## src/rtl/reg_csr_bank_pkg.sv

```systemverilog
// reg_csr_bank_pkg
// Shared definitions for the CSR bank: register byte offsets, CTRL/STATUS bit
// positions, the clear-sweep state encoding and a byte-enable merge helper.
package reg_csr_bank_pkg;

  // Register byte offsets (word aligned)
  localparam int unsigned CTRL_OFFSET         = 32'h00;
  localparam int unsigned STATUS_OFFSET       = 32'h04;
  localparam int unsigned COUNT_OFFSET        = 32'h08;
  localparam int unsigned COMPARE_OFFSET      = 32'h0C;
  localparam int unsigned SCRATCH_BASE_OFFSET = 32'h10;

  // CTRL bit positions
  localparam int unsigned CTRL_CNT_EN_BIT = 0;
  localparam int unsigned CTRL_CLR_BIT    = 1;
  localparam int unsigned CTRL_IRQ_EN_BIT = 2;

  // STATUS bit positions
  localparam int unsigned STATUS_BUSY_BIT    = 0;
  localparam int unsigned STATUS_CMP_HIT_BIT = 1;

  // Clear-sweep FSM states
  typedef enum logic {
    IDLE  = 1'b0,
    SWEEP = 1'b1
  } sweep_state_e;

  // Replace only the bytes of old_val whose enable is set
  function automatic logic [31:0] merge_bytes(input logic [31:0] old_val,
                                              input logic [31:0] new_val,
                                              input logic [3:0]  be);
    logic [31:0] result;
    result = old_val;
    for (int b = 0; b < 4; b++) begin
      if (be[b]) begin
        result[8*b +: 8] = new_val[8*b +: 8];
      end
    end
    return result;
  endfunction

endpackage

```

## src/rtl/reg_csr_bank_sweep.sv

```systemverilog
// reg_csr_bank_sweep
// Hardware clear sweep for the scratch bank. A start pulse launches a walk over
// every scratch index, one per cycle; busy is high for exactly NumScratch cycles.
// Ports:
//   clk_i     clock
//   rst_i     synchronous active-high reset
//   start_i   launch a sweep (only honoured while idle)
//   busy_o    sweep in progress
//   clr_en_o  clear scratch[idx_o] this cycle
//   idx_o     scratch index being cleared
module reg_csr_bank_sweep
  import reg_csr_bank_pkg::*;
#(
  parameter int NumScratch = 4,
  parameter int IdxW       = (NumScratch > 1) ? $clog2(NumScratch) : 1
) (
  input  logic            clk_i,
  input  logic            rst_i,
  input  logic            start_i,
  output logic            busy_o,
  output logic            clr_en_o,
  output logic [IdxW-1:0] idx_o
);

  localparam logic [IdxW-1:0] LastIdx = IdxW'(NumScratch - 1);

  sweep_state_e    state_q, state_d;
  logic [IdxW-1:0] idx_q, idx_d;

  always_ff @(posedge clk_i) begin
    if (rst_i) begin
      state_q <= IDLE;
      idx_q   <= '0;
    end else begin
      state_q <= state_d;
      idx_q   <= idx_d;
    end
  end

  // Each SWEEP cycle clears the current index; leaving after the last one
  // makes the SWEEP dwell exactly NumScratch cycles.
  always_comb begin
    state_d  = state_q;
    idx_d    = idx_q;
    clr_en_o = 1'b0;
    case (state_q)
      IDLE: begin
        if (start_i) begin
          state_d = SWEEP;
          idx_d   = '0;
        end
      end
      SWEEP: begin
        clr_en_o = 1'b1;
        if (idx_q == LastIdx) begin
          state_d = IDLE;
          idx_d   = '0;
        end else begin
          idx_d = idx_q + 1'b1;
        end
      end
      default: begin
        state_d = IDLE;
        idx_d   = '0;
      end
    endcase
  end

  assign busy_o = (state_q == SWEEP);
  assign idx_o  = idx_q;

endmodule

```

## src/rtl/reg_csr_bank.sv

```systemverilog
// reg_csr_bank
// Register-interface peripheral behind a TL-UL register adapter (AccessLatency 1).
// Holds CTRL/STATUS, a free-running COUNT with COMPARE interrupt and a bank of
// scratch registers that can be wiped by a hardware sweep.
// Ports:
//   clk_i    clock
//   rst_i    synchronous active-high reset
//   re_i     read strobe (single cycle)
//   we_i     write strobe (single cycle)
//   addr_i   word-aligned byte address, bits [1:0] ignored
//   wdata_i  write data
//   be_i     byte enables
//   busy_o   clear sweep in progress
//   rdata_o  read data, valid the cycle after re_i
//   error_o  access error, valid the cycle after re_i/we_i
//   irq_o    compare interrupt
module reg_csr_bank
  import reg_csr_bank_pkg::*;
#(
  parameter int          RegAw        = 8,
  parameter int          NumScratch   = 4,
  parameter logic [31:0] ResetCompare = 32'hFFFF_FFFF
) (
  input  logic             clk_i,
  input  logic             rst_i,
  input  logic             re_i,
  input  logic             we_i,
  input  logic [RegAw-1:0] addr_i,
  input  logic [31:0]      wdata_i,
  input  logic [3:0]       be_i,
  output logic             busy_o,
  output logic [31:0]      rdata_o,
  output logic             error_o,
  output logic             irq_o
);

  localparam int WordW       = RegAw - 2;
  localparam int IdxW        = (NumScratch > 1) ? $clog2(NumScratch) : 1;
  localparam int ScratchWord = int'(SCRATCH_BASE_OFFSET >> 2);
  localparam int ScratchEnd  = ScratchWord + NumScratch;

  logic [WordW-1:0] word_idx;
  logic [1:0]       unused_addr_lsbs;
  logic             is_ctrl, is_status, is_count, is_compare, is_scratch;
  logic [IdxW-1:0]  scr_idx;
  logic             access, acc_err, wr_ok;
  logic [31:0]      read_val;

  logic             cnt_en_q, irq_en_q, cmp_hit_q, irq_q, error_q;
  logic [31:0]      count_q, compare_q, rdata_q;
  logic [31:0]      scratch_q [NumScratch];

  logic             sweep_start, sweep_busy, sweep_clr;
  logic [IdxW-1:0]  sweep_idx;
  logic             cmp_set, cmp_clr;

  assign word_idx         = addr_i[RegAw-1:2];
  assign unused_addr_lsbs = addr_i[1:0];

  assign is_ctrl    = (word_idx == WordW'(CTRL_OFFSET >> 2));
  assign is_status  = (word_idx == WordW'(STATUS_OFFSET >> 2));
  assign is_count   = (word_idx == WordW'(COUNT_OFFSET >> 2));
  assign is_compare = (word_idx == WordW'(COMPARE_OFFSET >> 2));
  // One extra bit so the end bound fits even when the bank fills the map
  assign is_scratch = ({1'b0, word_idx} >= (WordW+1)'(ScratchWord)) &&
                      ({1'b0, word_idx} <  (WordW+1)'(ScratchEnd));
  assign scr_idx    = IdxW'(word_idx - WordW'(ScratchWord));

  // Any access during a sweep is a protocol violation and is dropped
  assign access  = re_i | we_i;
  assign acc_err = sweep_busy |
                   ~(is_ctrl | is_status | is_count | is_compare | is_scratch);
  assign wr_ok   = we_i & ~acc_err;

  assign sweep_start = wr_ok & is_ctrl & be_i[0] & wdata_i[CTRL_CLR_BIT];
  assign cmp_set     = cnt_en_q & (count_q == compare_q);
  assign cmp_clr     = wr_ok & is_status & be_i[0] & wdata_i[STATUS_CMP_HIT_BIT];

  reg_csr_bank_sweep #(
    .NumScratch (NumScratch),
    .IdxW       (IdxW)
  ) u_sweep (
    .clk_i    (clk_i),
    .rst_i    (rst_i),
    .start_i  (sweep_start),
    .busy_o   (sweep_busy),
    .clr_en_o (sweep_clr),
    .idx_o    (sweep_idx)
  );

  // Read mux over the pre-update register values
  always_comb begin
    read_val = '0;
    if (is_ctrl) begin
      read_val[CTRL_CNT_EN_BIT] = cnt_en_q;
      read_val[CTRL_IRQ_EN_BIT] = irq_en_q;
    end else if (is_status) begin
      read_val[STATUS_BUSY_BIT]    = sweep_busy;
      read_val[STATUS_CMP_HIT_BIT] = cmp_hit_q;
    end else if (is_count) begin
      read_val = count_q;
    end else if (is_compare) begin
      read_val = compare_q;
    end else if (is_scratch) begin
      for (int i = 0; i < NumScratch; i++) begin
        if (scr_idx == IdxW'(i)) begin
          read_val = scratch_q[i];
        end
      end
    end
  end

  // Control, counter, status and response registers. A software COUNT write
  // beats the increment; a hit set beats a same-cycle W1C.
  always_ff @(posedge clk_i) begin
    if (rst_i) begin
      cnt_en_q  <= 1'b0;
      irq_en_q  <= 1'b0;
      cmp_hit_q <= 1'b0;
      irq_q     <= 1'b0;
      count_q   <= '0;
      compare_q <= ResetCompare;
      rdata_q   <= '0;
      error_q   <= 1'b0;
    end else begin
      if (access) begin
        error_q <= acc_err;
      end
      if (re_i) begin
        rdata_q <= acc_err ? 32'h0 : read_val;
      end
      if (wr_ok && is_ctrl && be_i[0]) begin
        cnt_en_q <= wdata_i[CTRL_CNT_EN_BIT];
        irq_en_q <= wdata_i[CTRL_IRQ_EN_BIT];
      end
      if (wr_ok && is_count) begin
        count_q <= merge_bytes(count_q, wdata_i, be_i);
      end else if (cnt_en_q) begin
        count_q <= count_q + 32'd1;
      end
      if (wr_ok && is_compare) begin
        compare_q <= merge_bytes(compare_q, wdata_i, be_i);
      end
      cmp_hit_q <= cmp_set | (cmp_hit_q & ~cmp_clr);
      irq_q     <= cmp_hit_q & irq_en_q;
    end
  end

  // Scratch bank; writes cannot collide with the sweep since they are
  // rejected while it runs.
  always_ff @(posedge clk_i) begin
    if (rst_i) begin
      for (int i = 0; i < NumScratch; i++) begin
        scratch_q[i] <= '0;
      end
    end else begin
      for (int i = 0; i < NumScratch; i++) begin
        if (sweep_clr && (sweep_idx == IdxW'(i))) begin
          scratch_q[i] <= '0;
        end else if (wr_ok && is_scratch && (scr_idx == IdxW'(i))) begin
          scratch_q[i] <= merge_bytes(scratch_q[i], wdata_i, be_i);
        end
      end
    end
  end

  assign busy_o  = sweep_busy;
  assign rdata_o = rdata_q;
  assign error_o = error_q;
  assign irq_o   = irq_q;

endmodule

```

## config.mk

```make
export PLATFORM = sky130hd
export DESIGN_NAME = reg_csr_bank
export DESIGN_NICKNAME = d
export VERILOG_FILES = /design/src/rtl/reg_csr_bank_pkg.sv /design/src/rtl/reg_csr_bank_sweep.sv /design/src/rtl/reg_csr_bank.sv
export SDC_FILE = /design/constraint.sdc
export NUM_CORES = 1
export LEC_CHECK = 0
export ABC_AREA = 1
export CAP_MARGIN = 20
export CORE_UTILIZATION = 45
export CTS_CLUSTER_DIAMETER = 120
export DETAILED_ROUTE_END_ITERATION = 10
export PLACE_DENSITY_LB_ADDON = 0.1
export SLEW_MARGIN = 5
export SYNTH_ARGS = -nofsm -noshare
export SYNTH_HDL_FRONTEND = slang
export SYNTH_SLANG_ARGS = --single-unit
```

## constraint.sdc

```tcl
create_clock -name clk_i -period 3.1 [get_ports clk_i]
set_clock_uncertainty 0.05 [all_clocks]
set_input_delay 0.62 -clock clk_i [delete_from_list [all_inputs] [get_ports clk_i]]
set_output_delay 0.62 -clock clk_i [all_outputs]
set_load 0.02 [all_outputs]
```

# Word-level counts from Yosys, hierarchy flattened
# Memory sizes are Yosys's and may differ from the RTL's.
# Cells that the tools add are included.
[totals] mem_bits_rw=128 rom_bits=0 ff_bits=104 output_inout_bits=35 wordCells=221 latchBits=0 memories=1
[op_classes] eq_ne=15 mul=0 muxes=129 n_reduce_logical=26 n_lt_le_gt_ge=2 shifts=0 add_sub_neg=3 div_mod_pow=0 bitwise_logic=29
[memory_table] name="scratch_q" words=4 width=32 rd=4 rd_clocked_by_memory_dff=0 wr=4 line_no="reg_csr_bank.sv:51" text="logic [31:0] scratch_q [NumScratch];"
[ops] cell="$mux W32" count=18
[ops] cell="$mux W8" count=68
[ops] cell="$mux W1" count=36
[ops] cell="$add A32 B1 Y32 const B" count=1
[ops] cell="$eq A32 B32 Y1" count=1
[ops] cell="$mux W30" count=1
[ops] cell="$mux W29" count=1
[ops] cell="$reduce_and A2 Y1" count=8
[ops] cell="$or A1 B1 Y1" count=15
[ops] cell="$logic_and A1 B1 Y1" count=14
[ops] cell="$eq A6 B2 Y1 const B" count=2
[ops] cell="$and A1 B1 Y1" count=10
[ops] cell="$ne A2 B2 Y1 const B" count=5
[ops] cell="$eq A2 B2 Y1 const B" count=4
[ops] cell="$eq A6 B1 Y1 const B" count=1
[ops] cell="$ge A6 B3 Y1 const B" count=1
[ops] cell="$logic_not A6 Y1" count=1
[ops] cell="$lt A6 B4 Y1 const B" count=1
[ops] cell="$mux W2" count=3
[ops] cell="$eq A2 B1 Y1 const B" count=2
[ops] cell="$logic_not A2 Y1" count=2
[ops] cell="$not A1 Y1" count=4
[ops] cell="$pmux W2 S2" count=1
[ops] cell="$add A2 B1 Y2 const B" count=1
[ops] cell="3 further kinds" count=3

# Longest topological paths before layout
[depth] word_depth=16 depth_mapped=12 ltp_nobuf=11

# By module
# From an unflattened synthesis, not the netlist that was laid out.
[unflattened] cells_unflattened=1513 hier_area_um2=11662.4
[by_module_without_submodules] mod="reg_csr_bank" area_each_um2=11536.1 cells_each=1498 seq_area_each_um2=5865.6 instances=1
[by_module_without_submodules] mod="reg_csr_bank_sweep" area_each_um2=126.4 cells_each=15 seq_area_each_um2=60.1 instances=1

# Least setup slack after synthesis
# Ideal clock, no wire load.
[synth_timing] path_kind="input-to-reg" from="in addr_i[7]" to="mem scratch_q[3][0], enable pin" setup_ns=0.384 setup_slack_ns=0.552 t_arrival_ns=2.114 stages=7 path_cell_list="nor2_2 nand3_1 nor2_2 nand2_1 inv_1 nand4_2 o21ai_0"
[synth_rtl] item="start, declared" line_no="reg_csr_bank.sv:28" text="input logic [RegAw-1:0] addr_i,"
[synth_rtl] item="end, declared" line_no="reg_csr_bank.sv:51"

# Worst setup path in the final report
[layout_timing] from="reg count_q[0]" to="reg count_q[16]"
[layout_between] elab_chain_len=3
[layout_rtl] item="start, declared" line_no="reg_csr_bank.sv:50" text="logic [31:0] count_q, compare_q, rdata_q;"
[layout_rtl] item="start signal, assigned" line_no="reg_csr_bank.sv:137" text="count_q <= merge_bytes(count_q, wdata_i, be_i);"
[layout_rtl] item="start signal, assigned" line_no="reg_csr_bank.sv:139" text="count_q <= count_q + 32'd1;"
[layout_rtl] item="$add A32 B1 Y32" line_no="reg_csr_bank.sv:139"
[layout_rtl] item="$mux W32" line_no="reg_csr_bank.sv:138" text="end else if (cnt_en_q) begin"
[layout_rtl] item="$mux W32" line_no="reg_csr_bank.sv:136" text="if (wr_ok && is_count) begin"
# No other way between the ends. The select of a mux whose other input is x is not followed.
# A chain may end at the register's enable or synchronous reset.

==> metrics.txt <==
# TYPE chip_impl_metric gauge
chip_impl_metric{name="dr_total_vias",unit=""} 10900
chip_impl_metric{name="yosys.cell_types.count",unit=""} 31
chip_impl_metric{name="ctsResizeCount",unit=""} 0
chip_impl_metric{name="power.density",unit="mW/mm^2"} 523
chip_impl_info{name="result_of_the_run",value="completed"} 1
chip_impl_metric{name="remaining_drc_errors",unit=""} 0
chip_impl_info{name="worst_setup_path_start_kind",value="register"} 1
chip_impl_info{name="endpoint_kind",value="register"} 1
chip_impl_metric{name="port_buffers",unit=""} 80
chip_impl_metric{name="finish.net_count",unit=""} 1742
chip_impl_metric{name="route.detailed.wl_per_inst",unit="microns"} 18.5
chip_impl_metric{name="mappedNetlistNets",unit=""} 1643
chip_impl_metric{name="drt_first_iter_violations",unit=""} 953
chip_impl_metric{name="timing_hold_violations_final",unit=""} 0
chip_impl_info{name="tritoncts",value="yes"} 1
chip_impl_info{name="crit_slowest_cell",value="dfxtp_1"} 1
chip_impl_metric{name="clock_tree.buffer_depth",unit=""} 3
chip_impl_metric{name="diodes",unit=""} 0
chip_impl_metric{name="initial_core_util",unit=""} 0.465
chip_impl_metric{name="design.portCount",unit=""} 83
chip_impl_metric{name="vias_per_cell",unit=""} 5.33
chip_impl_metric{name="peakVddDrop",unit="mV"} 0.447
chip_impl_metric{name="timing.critical_path.arrival",unit="ns"} 2.92
chip_impl_metric{name="grt_start_max_net_pins",unit=""} 57
chip_impl_metric{name="timing_max_transition_violations_final",unit=""} 0
chip_impl_metric{name="final-setup-viol-count",unit=""} 0
chip_impl_metric{name="placed_cells_incl_taps",unit=""} 1991
chip_impl_metric{name="worst_slack",unit="ns"} 0.600
chip_impl_metric{name="die_area",unit="sq mm"} 0.0270
chip_impl_metric{name="total_leakage_power",unit="nW"} 5.94
chip_impl_metric{name="dr.pass1.iters",unit=""} 5
chip_impl_metric{name="maxClockFrequency",unit="MHz"} 400
chip_impl_metric{name="cts_hold_repair.buffers",unit=""} 0
chip_impl_metric{name="syn_inst_count",unit=""} 1590
chip_impl_metric{name="average_cell_area_after_synthesis",unit="sq um"} 7.44
chip_impl_metric{name="first_global_vias",unit=""} 10200
chip_impl_metric{name="placement_rows",unit=""} 58
chip_impl_metric{name="die_w",unit="microns"} 164
chip_impl_metric{name="setup_tns",unit="ns"} 0
chip_impl_metric{name="post_detailed_placement_half_perimeter_wirelength",unit="microns"} 27500
chip_impl_metric{name="place_worst_setup_slack",unit="ns"} 0.193
chip_impl_metric{name="post_cts.repair.setup_buffers",unit=""} 0
chip_impl_metric{name="clock-sinks",unit=""} 232
chip_impl_metric{name="postSynth.asyncResetShare",unit=""} 0
chip_impl_metric{name="tightest_slew",unit="ns"} 0.628
chip_impl_metric{name="timing.max_slew.rel_slack",unit=""} 0.581
chip_impl_metric{name="cts_htree_levels",unit=""} 1
chip_impl_metric{name="routed_wl",unit="microns"} 37700
chip_impl_metric{name="crit_path_max_fanout",unit=""} 9
chip_impl_metric{name="grt_usage",unit=""} 0.285
chip_impl_metric{name="grt_antenna_before_repair",unit=""} 0
chip_impl_metric{name="clkLatencyLatePin",unit="ns"} 0.54
chip_impl_metric{name="fin_crit_sh",unit=""} 0.807
chip_impl_metric{name="cts_inserted_buffers",unit=""} 26
chip_impl_info{name="grt_setup_unrepaired",value="no"} 1
chip_impl_info{name="cts_root_buf",value="clkbuf_16"} 1
chip_impl_metric{name="post_route_cells_drive_above_1_share",unit=""} 0.0784
chip_impl_metric{name="number_of_enable_flip_flop_cells_after_synthesis",unit=""} 128
chip_impl_info{name="final_cell_mix",value="nand2_1 (455), nor2_1 (288), inv_1 (148)"} 1
chip_impl_metric{name="fp.dieH",unit="microns"} 164
chip_impl_metric{name="drtAntennaViolNets",unit=""} 0
chip_impl_metric{name="worst-path-buf-inv",unit=""} 1
chip_impl_metric{name="globalplace.congestion",unit=""} 0.913
chip_impl_metric{name="finalCriticalPeriod",unit="ns"} 2.50
chip_impl_metric{name="area_delta_synth_final",unit="%"} 20.5
chip_impl_metric{name="grt_first_pass_wirelength",unit="microns"} 57600
chip_impl_metric{name="cap_viol_max_count",unit=""} 0
chip_impl_metric{name="clk_pin_slew_worst_paths",unit="ns"} 0.07
chip_impl_info{name="cell_family_with_the_largest_share_of_critical_path_delay",value="simple AND/OR/NAND/NOR gates"} 1
chip_impl_metric{name="synth_seq_cells",unit=""} 232
chip_impl_metric{name="worst_path_largest_cell_delay",unit="ns"} 0.52
chip_impl_metric{name="number_of_standard_cells_in_the_layout_taps_in_and_fillers_out",unit=""} 2039
chip_impl_metric{name="ys_warn_count",unit=""} 0
chip_impl_metric{name="synthesized_cell_area",unit="sq mm"} 0.0118
chip_impl_metric{name="grt_overflow_total",unit=""} 0
chip_impl_info{name="min_path_type",value="in2reg"} 1
chip_impl_info{name="critPathKind",value="reg2reg"} 1
chip_impl_info{name="worstPathCellList",value="ha_1 > nand3_1 > inv_1 > nand2_1 > nor2_1 > nand3_1 > nand2_1 > a22oi_1 > nor2_1"} 1
chip_impl_info{name="layout.cells.most_common",value="nand2_1"} 1
chip_impl_metric{name="core",unit="sq mm"} 0.0255
chip_impl_info{name="dominantRegCellSynth",value="edfxtp_1"} 1
chip_impl_metric{name="num-fill-cells",unit=""} 2467
chip_impl_metric{name="critPathRequiredTime",unit="ns"} 3.52
chip_impl_metric{name="synth-seq-area-share",unit=""} 0.501
==> logic make-up (layout without fill, tap and decap cells) <==
| logic type | count (synthesis) | in the layout | share of synthesized area |
|---|---|---|---|
| buffers and inverters | 226 | 345 | 0.0744 |
| adder cells (fa/ha/maj) | 5 | 5 | 0.00529 |
| flip-flops | 232 | 232 | 0.501 |
| XOR/XNOR | 17 | 17 | 0.0126 |
| AO/OA/AOI/OAI | 244 | 244 | 0.114 |
| AND/OR/NAND/NOR | 866 | 866 | 0.293 |
==> state kept, by name (all words and copies together), names as in the netlist <==
| name | count |
|---|---|
| count_q | 32 |
| rdata_o | 32 |
| irq_en_q | 1 |
| scratch_q | 128 |
| cmp_hit_q | 1 |
| u_sweep.busy_o | 1 |
| cnt_en_q | 1 |
| error_o | 1 |
| irq_o | 1 |
| compare_q | 32 |
| u_sweep.idx_o | 2 |
==> final cells by class <==
cell class              instances  area (sq um)  share of cell area
flip-flops and latches        232          5930               0.416
multi-input cells            1132          5030               0.353
repair buffers                140          1260              0.0883
clock buffers                  27           676              0.0474
inverters                     157           589              0.0413
well taps                     330           413              0.0290
clock inverters                21           363              0.0254
==> per-stage QoR <==
stage / hold slack (ns) / area [sq um] / total power, mW / utilization
2_1_floorplan: 0.360 / 11800 / 3.58 / -
4_1_cts: 0.311 / 14300 / 7.49 / 0.560
3_5_place_dp: 0.405 / 13200 / 3.81 / 0.519
6_report: 0.328 / 14300 / 7.45 / 0.560
3_3_place_gp: 0.402 / 13200 / 3.80 / 0.519
5_1_grt: 0.340 / 14300 / 7.64 / 0.560
==> worst reg2reg max path: cells and delay by family (launching register included) <==
| kind | cells | cell delay [ns] |
|---|---|---|
| AO/OA/AOI/OAI | 1 | 0.06 |
| AND/OR/NAND/NOR | 6 | 1.13 |
| flip-flops | 1 | 0.52 |
| adder cells (fa/ha/maj) | 1 | 0.44 |
| buffers and inverters | 1 | 0.23 |
==> final timing paths <==
kind	to	slack, ns	from	cells after the start
worst min-delay path	u_sweep.idx_o[1]	0.33	rst_i	2
worst max register to register	count_q[16]	0.60	count_q[0]	9
worst min register to register	rdata_o[28]	0.41	rdata_o[28]	2
worst max-delay path	count_q[16]	0.60	count_q[0]	9
==> cells in the mapped netlist (7+ instances only) <==
cell type / count / area share
o211ai_1: 44 / 0.028
nor2_1: 289 / 0.092
a21oi_1: 77 / 0.033
xor2_1: 7 / 0.0052
o21ai_1: 10 / 0.0042
dfxtp_1: 104 / 0.18
buf_2: 23 / 0.0097
inv_1: 149 / 0.047
inv_2: 7 / 0.0022
o21ai_0: 106 / 0.045
nand3_1: 94 / 0.040
xnor2_1: 10 / 0.0074
nand2_1: 455 / 0.14
nand2_2: 7 / 0.0037
edfxtp_1: 128 / 0.32
clkbuf_1: 40 / 0.013
==> power by group <==
| group | total [mW] | internal (mW) | switching [mW] |
|---|---|---|---|
| logic | 0.425 | 0.138 | 0.287 |
| registers | 3.32 | 3.30 | 0.0185 |
| clock network | 3.71 | 2.41 | 1.30 |
==> per-layer routing <==
metal  GRT usage  share of wire
met1       0.369           0.42
met2       0.478           0.48
met3      0.0374          0.064
met4       0.115          0.037
met5           0              0
No activity file was read; power rests on OpenSTA's default activity.
==> RTL change 1: new RTL, config.mk and constraints unchanged <==
Register the output `error_o` once more; this adds one clock of latency there. The other outputs are not delayed to match. Comments in the files are not updated.
--- a/src/rtl/reg_csr_bank.sv
+++ b/src/rtl/reg_csr_bank.sv
@@ -166,7 +166,9 @@
 
   assign busy_o  = sweep_busy;
   assign rdata_o = rdata_q;
-  assign error_o = error_q;
+  always_ff @(posedge clk_i) begin
+    error_o <= error_q;
+  end
   assign irq_o   = irq_q;
 
 endmodule
Formal check against the unedited RTL: not equivalent (a bounded check fails within 4 cycles, from zero or initial values and one cycle with rst_i high).
==> RTL change 1 against the unedited design <==
Final area shrank 1.7%; setup slack lost 0.025 ns; power shrank 8.9%; sequential cell count grew 1; sequential share of layout area grew 0.86 points; area after synthesis grew 0.17%; synthesized cell count is essentially flat; global-route usage shrank 0.17 points; register-to-register slack gained 0.07 ns; final cell count is the same; wire length shrank 0.39%; largest power group is now registers; highest routed layer unchanged.
==> RTL change 1: results (changes against the unedited design) <==
| Metric | Value |
|---|---|
| Most area-consuming cells after synthesis | edfxtp_1, dfxtp_1, nand2_1 |
| DR vias/cell | 5.32 (-0.25%) |
| Crit path from | addr_i[7] |
| Mean Syn Cell Area | 7.45 um2 (+0.11%) |
| Cell Area, Placed | 13200 um2 (-0.14%) |
| Sequential area share after synthesis | 50.1% (+0.084 points) |
| Worst hold path startpoint | error_q |
| Cell Int Power | 5.21 mW (-11%) |
| Metal2 WL | 17.9 mm (-0.68%) |
| GPL Wtd Cong | 0.909 (-0.44%) |
| Fraction of layout cells with a size suffix above 1 | 6.98% (-0.86 points) |
| Initial antenna violation count | 0 (unchanged) |
| WHS Path Cells | 0 (-2) |
| VDD IR-drop max | 432 uV (-3.3%) |
| FF-to-FF path depth | 9 (unchanged) |
| Static Leakage | 5.83 nW (-2.0%) |
| Grt met1 use | 36.8% (-0.14 points) |
| CP Max Fanout | 8 (-1) |
| Nets | 1737 (-0.29%) |
| WL final | 37.5 mm (-0.39%) |
| Number of DRC markers in iteration 0 | 1121 (+18%) |
| Met1 WL | 16.0 mm (+1.1%) |
| Fill count | 2561 (+3.8%) |
| Crit path capture | scratch_q[1][27] |
| Met3 Use GR | 3.38% (-0.35 points) |
| Clock Tree Root | clkbuf_16 |
| Outcome | finished clean |
| CP arrival | 2.71 ns (-0.21 ns) |
| DR WL met3 | 2.21 mm (-8.6%) |
| R2r setup slk | 0.67 ns (+0.07 ns) |
| Hold_ws | 0.329 ns (+0.000731 ns) |
| Vias in the first global route | 10200 (-0.030%) |
| Critical Path Max Stage Delay | 0.41 ns (-0.11 ns) |
| F_max | 0.396 GHz (-0.98%) |
| Headroom to the max-slew limit | 57.2% (-0.89 points) |
| Pre-CTS setup slack | 0.0496 ns (-0.144 ns) |
| First-pass DRT Iterations | 5 (unchanged) |
| CP max-delay cell | clkdlybuf4s50_1 |
| First-pass GRT wire length | 57.1 mm (-0.86%) |
| HP Class | reg2reg |
| WHS Endpoint | error_o |
| Comb pwr share | 6.2% (+0.5 points) |
| Via count | 10800 (-0.25%) |
| Grt met2 use | 48.1% (+0.29 points) |
| HPWL after detailed placement | 27.3 mm (-0.89%) |
| Pin count of the biggest net entering global routing | 56 (-1.8%) |
| GRT Total Usage | 28.3% (-0.17 points) |
[RTL change 1: changes by cell type in the layout (fill, tap and decap cells not counted), moves of 2 or more]
cell	unedited run	this run
buf_4	59	53
bufinv_16	10	2
clkbuf_1	0	9
clkinv_2	2	5
clkinvlp_2	2	0
clkinvlp_4	3	1
[RTL change 1: area by class of cell]
cell class              count  area (um2)  area share, %
clock buffers              36         709           5.06
repair buffers            134        1210           8.66
inverters                 157         589           4.20
clock inverters            12         108          0.768
multi-input cells        1132        5030           35.9
well taps                 335         419           2.99
flip-flops and latches    233        5950           42.4
[RTL change 1: kinds of logic (layout without fill, tap and decap cells)]
family / count (synthesis) / after routing / share of synthesized area [%]
AND/OR/NAND/NOR: 866 / 866 / 29.3
buffers and inverters: 226 / 339 / 7.43
XOR/XNOR: 17 / 17 / 1.26
flip-flops: 233 / 233 / 50.1
adder cells (fa/ha/maj): 5 / 5 / 0.528
AO/OA/AOI/OAI: 244 / 244 / 11.4
==> RTL change 2: new RTL, same flow settings <==
Without the edit above. `RegAw`: 8 -> 4.
--- a/src/rtl/reg_csr_bank.sv
+++ b/src/rtl/reg_csr_bank.sv
@@ -17,7 +17,7 @@
 module reg_csr_bank
   import reg_csr_bank_pkg::*;
 #(
-  parameter int          RegAw        = 8,
+  parameter int          RegAw        = 4,
   parameter int          NumScratch   = 4,
   parameter logic [31:0] ResetCompare = 32'hFFFF_FFFF
 ) (
Ports: changed (resized addr_i); port bits go from 83 to 79. The function was not compared with the original's and may differ.
==> RTL change 2 against the unedited design <==
Register-to-register slack improved by 0.47 ns; area after synthesis decreased by 52%; critical path type is now in2reg; power decreased by 59%; non-clock buffer count decreased by 54; count of clock-buffer cells in the layout decreased by 18; sequential cell count decreased by 128; setup slack improved by 0.14 ns; synthesized cell count decreased by 44%; critical endpoint is now count_q[8]; highest routed layer unchanged; critical path depth increased by 1; largest power group is now registers; final area decreased by 52%; wire length decreased by 53%; maximum frequency increased by 5.7%.
==> RTL change 2: results (changes against the unedited design) <==
| Metric | Value |
|---|---|
| Buffers added on ports | 76 (-5.0%) |
| Post-synth net total | 937 (-43%) |
| Reg2reg end | count_q[30] |
| Critical path startpoint category | input pin |
| Number of DRC markers in iteration 0 | 651 (-32%) |
| Clk Latency, worst-skew pair | 0.36 ns (-0.18 ns) |
| Pin count of the biggest net entering global routing | 63 (+11%) |
| Max clock buf depth | 2 (-1) |
| Clock transition at the registers of the reported paths | 0.07 ns (about the same) |
| Clock Tree Root | clkbuf_16 |
| Worst hold path startpoint | rdata_o[24] |
| Most area-consuming cells after synthesis | dfxtp_1, nand2_1, a21oi_1 |
| GRT Total Usage | 28.5% (+0.081 points) |
| Nets | 997 (-43%) |
| Wire per inst | 15.9 um (-14%) |
| Grt met2 use | 45.3% (-2.5 points) |
| Sequential area share after synthesis | 36.9% (-13 points) |
| CP delay by family, top | buffers and inverters |
| Fraction of layout cells with a size suffix above 1 | 5.02% (-2.8 points) |
| Crit path capture | count_q[8] |
| Cell Area, Synth | 5650 um2 (-52%) |
| Slew @ Worst Pin | 0.701 ns (+0.0729 ns) |
| DR vias/cell | 5.29 (-0.82%) |
| Inserted Clock Buffers | 9 (-65%) |
| CP arrival | 2.56 ns (-0.36 ns) |
| Fill count | 1242 (-50%) |
| CP Max Fanout | 18 (+9) |
| CP max-delay cell | clkdlybuf4s50_1 |
| Crit path from | addr_i[3] |
| GPL Wtd Cong | 0.958 (+4.9%) |
| HP Class | reg2reg |
| Vias in the first global route | 5249 (-48%) |
| Outcome | finished clean |
| Most instantiated cells after synthesis | nand2_1, dfxtp_1, nor2_1, inv_1, a21oi_1 |
| FF-to-FF path depth | 10 (+1) |
| H-tree levels | 3 (+2) |
| HPWL after detailed placement | 12.9 mm (-53%) |
| Post-synth ARST share | 0% (unchanged) |
| Static Leakage | 2.77 nW (-53%) |
| Post-CTS setup buffer count | 0 (unchanged) |
| R2r setup slk | 1.07 ns (+0.47 ns) |
| Unique masters post-synth | 38 (+23%) |
| Met3 Use GR | 4.36% (+0.62 points) |
| First-pass GRT wire length | 28.2 mm (-51%) |
| VDD IR-drop max | 360 uV (-19%) |
| Grt met1 use | 39.8% (+2.9 points) |
## RTL change 2: area by class of cell
cell class	instances	area share [%]
inverters	90	4.99
multi-input cells	660	44.7
repair buffers	86	12.2
flip-flops and latches	104	30.5
well taps	168	3.08
clock inverters	7	1.17
clock buffers	9	3.30
## RTL change 2: per-layer routing
| layer | part of all wire, % | vias up |
|---|---|---|
| met5 | 0 | - |
| met4 | 2.0 | 0 |
| met3 | 6.0 | 25 |
| met2 | 46 | 202 |
| met1 | 46 | 2698 |
| li1 | - | 3019 |
## RTL change 2: logic make-up after synthesis
logic type,Yosys count,synth area share [%]
AOI/OAI and AO/OA,200,20.0
xor gates and xnor gates,7,1.09
adders and majority gates,2,0.443
buffers and inverters,127,9.18
DFF,104,36.9
and+or+nand+nor,451,32.4
## RTL change 2: per-stage QoR
step / util, % / area [um2] / power, mW / worst slack, ns / cells
global placement: 53.8 / 6510 / 1.85 / 0.404 / 1108
finish: 56.3 / 6820 / 3.03 / 0.735 / 1124
detailed placement: 53.8 / 6510 / 1.85 / 0.358 / 1108
global route: 56.3 / 6820 / 3.14 / 0.551 / 1124
floorplan: - / 5650 / 1.68 / 1.35 / 891
CTS: 56.3 / 6820 / 3.04 / 0.733 / 1124
## RTL change 2: worst min path at each step
stage	end	slack (ns)	cells past startpoint
finish	rdata_o[24]	0.41	2
global route	rdata_o[14]	0.43	2
CTS	rdata_o[29]	0.42	2
detailed placement	u_sweep.idx_o[0]	0.41	1
global placement	rdata_o[25]	0.40	2
floorplan	irq_o	0.38	2
## RTL change 2: worst min-delay path, cell delays in order (launching register included)
cell and delay [ns]:
dfxtp_1 0.31, nand2_1 0.06, a21oi_1 0.05
## RTL change 2: power by group
group	internal [mW]	switching [mW]	total, mW
clock	0.637	0.565	1.20
combinational	0.160	0.242	0.402
sequential	1.38	0.0403	1.42
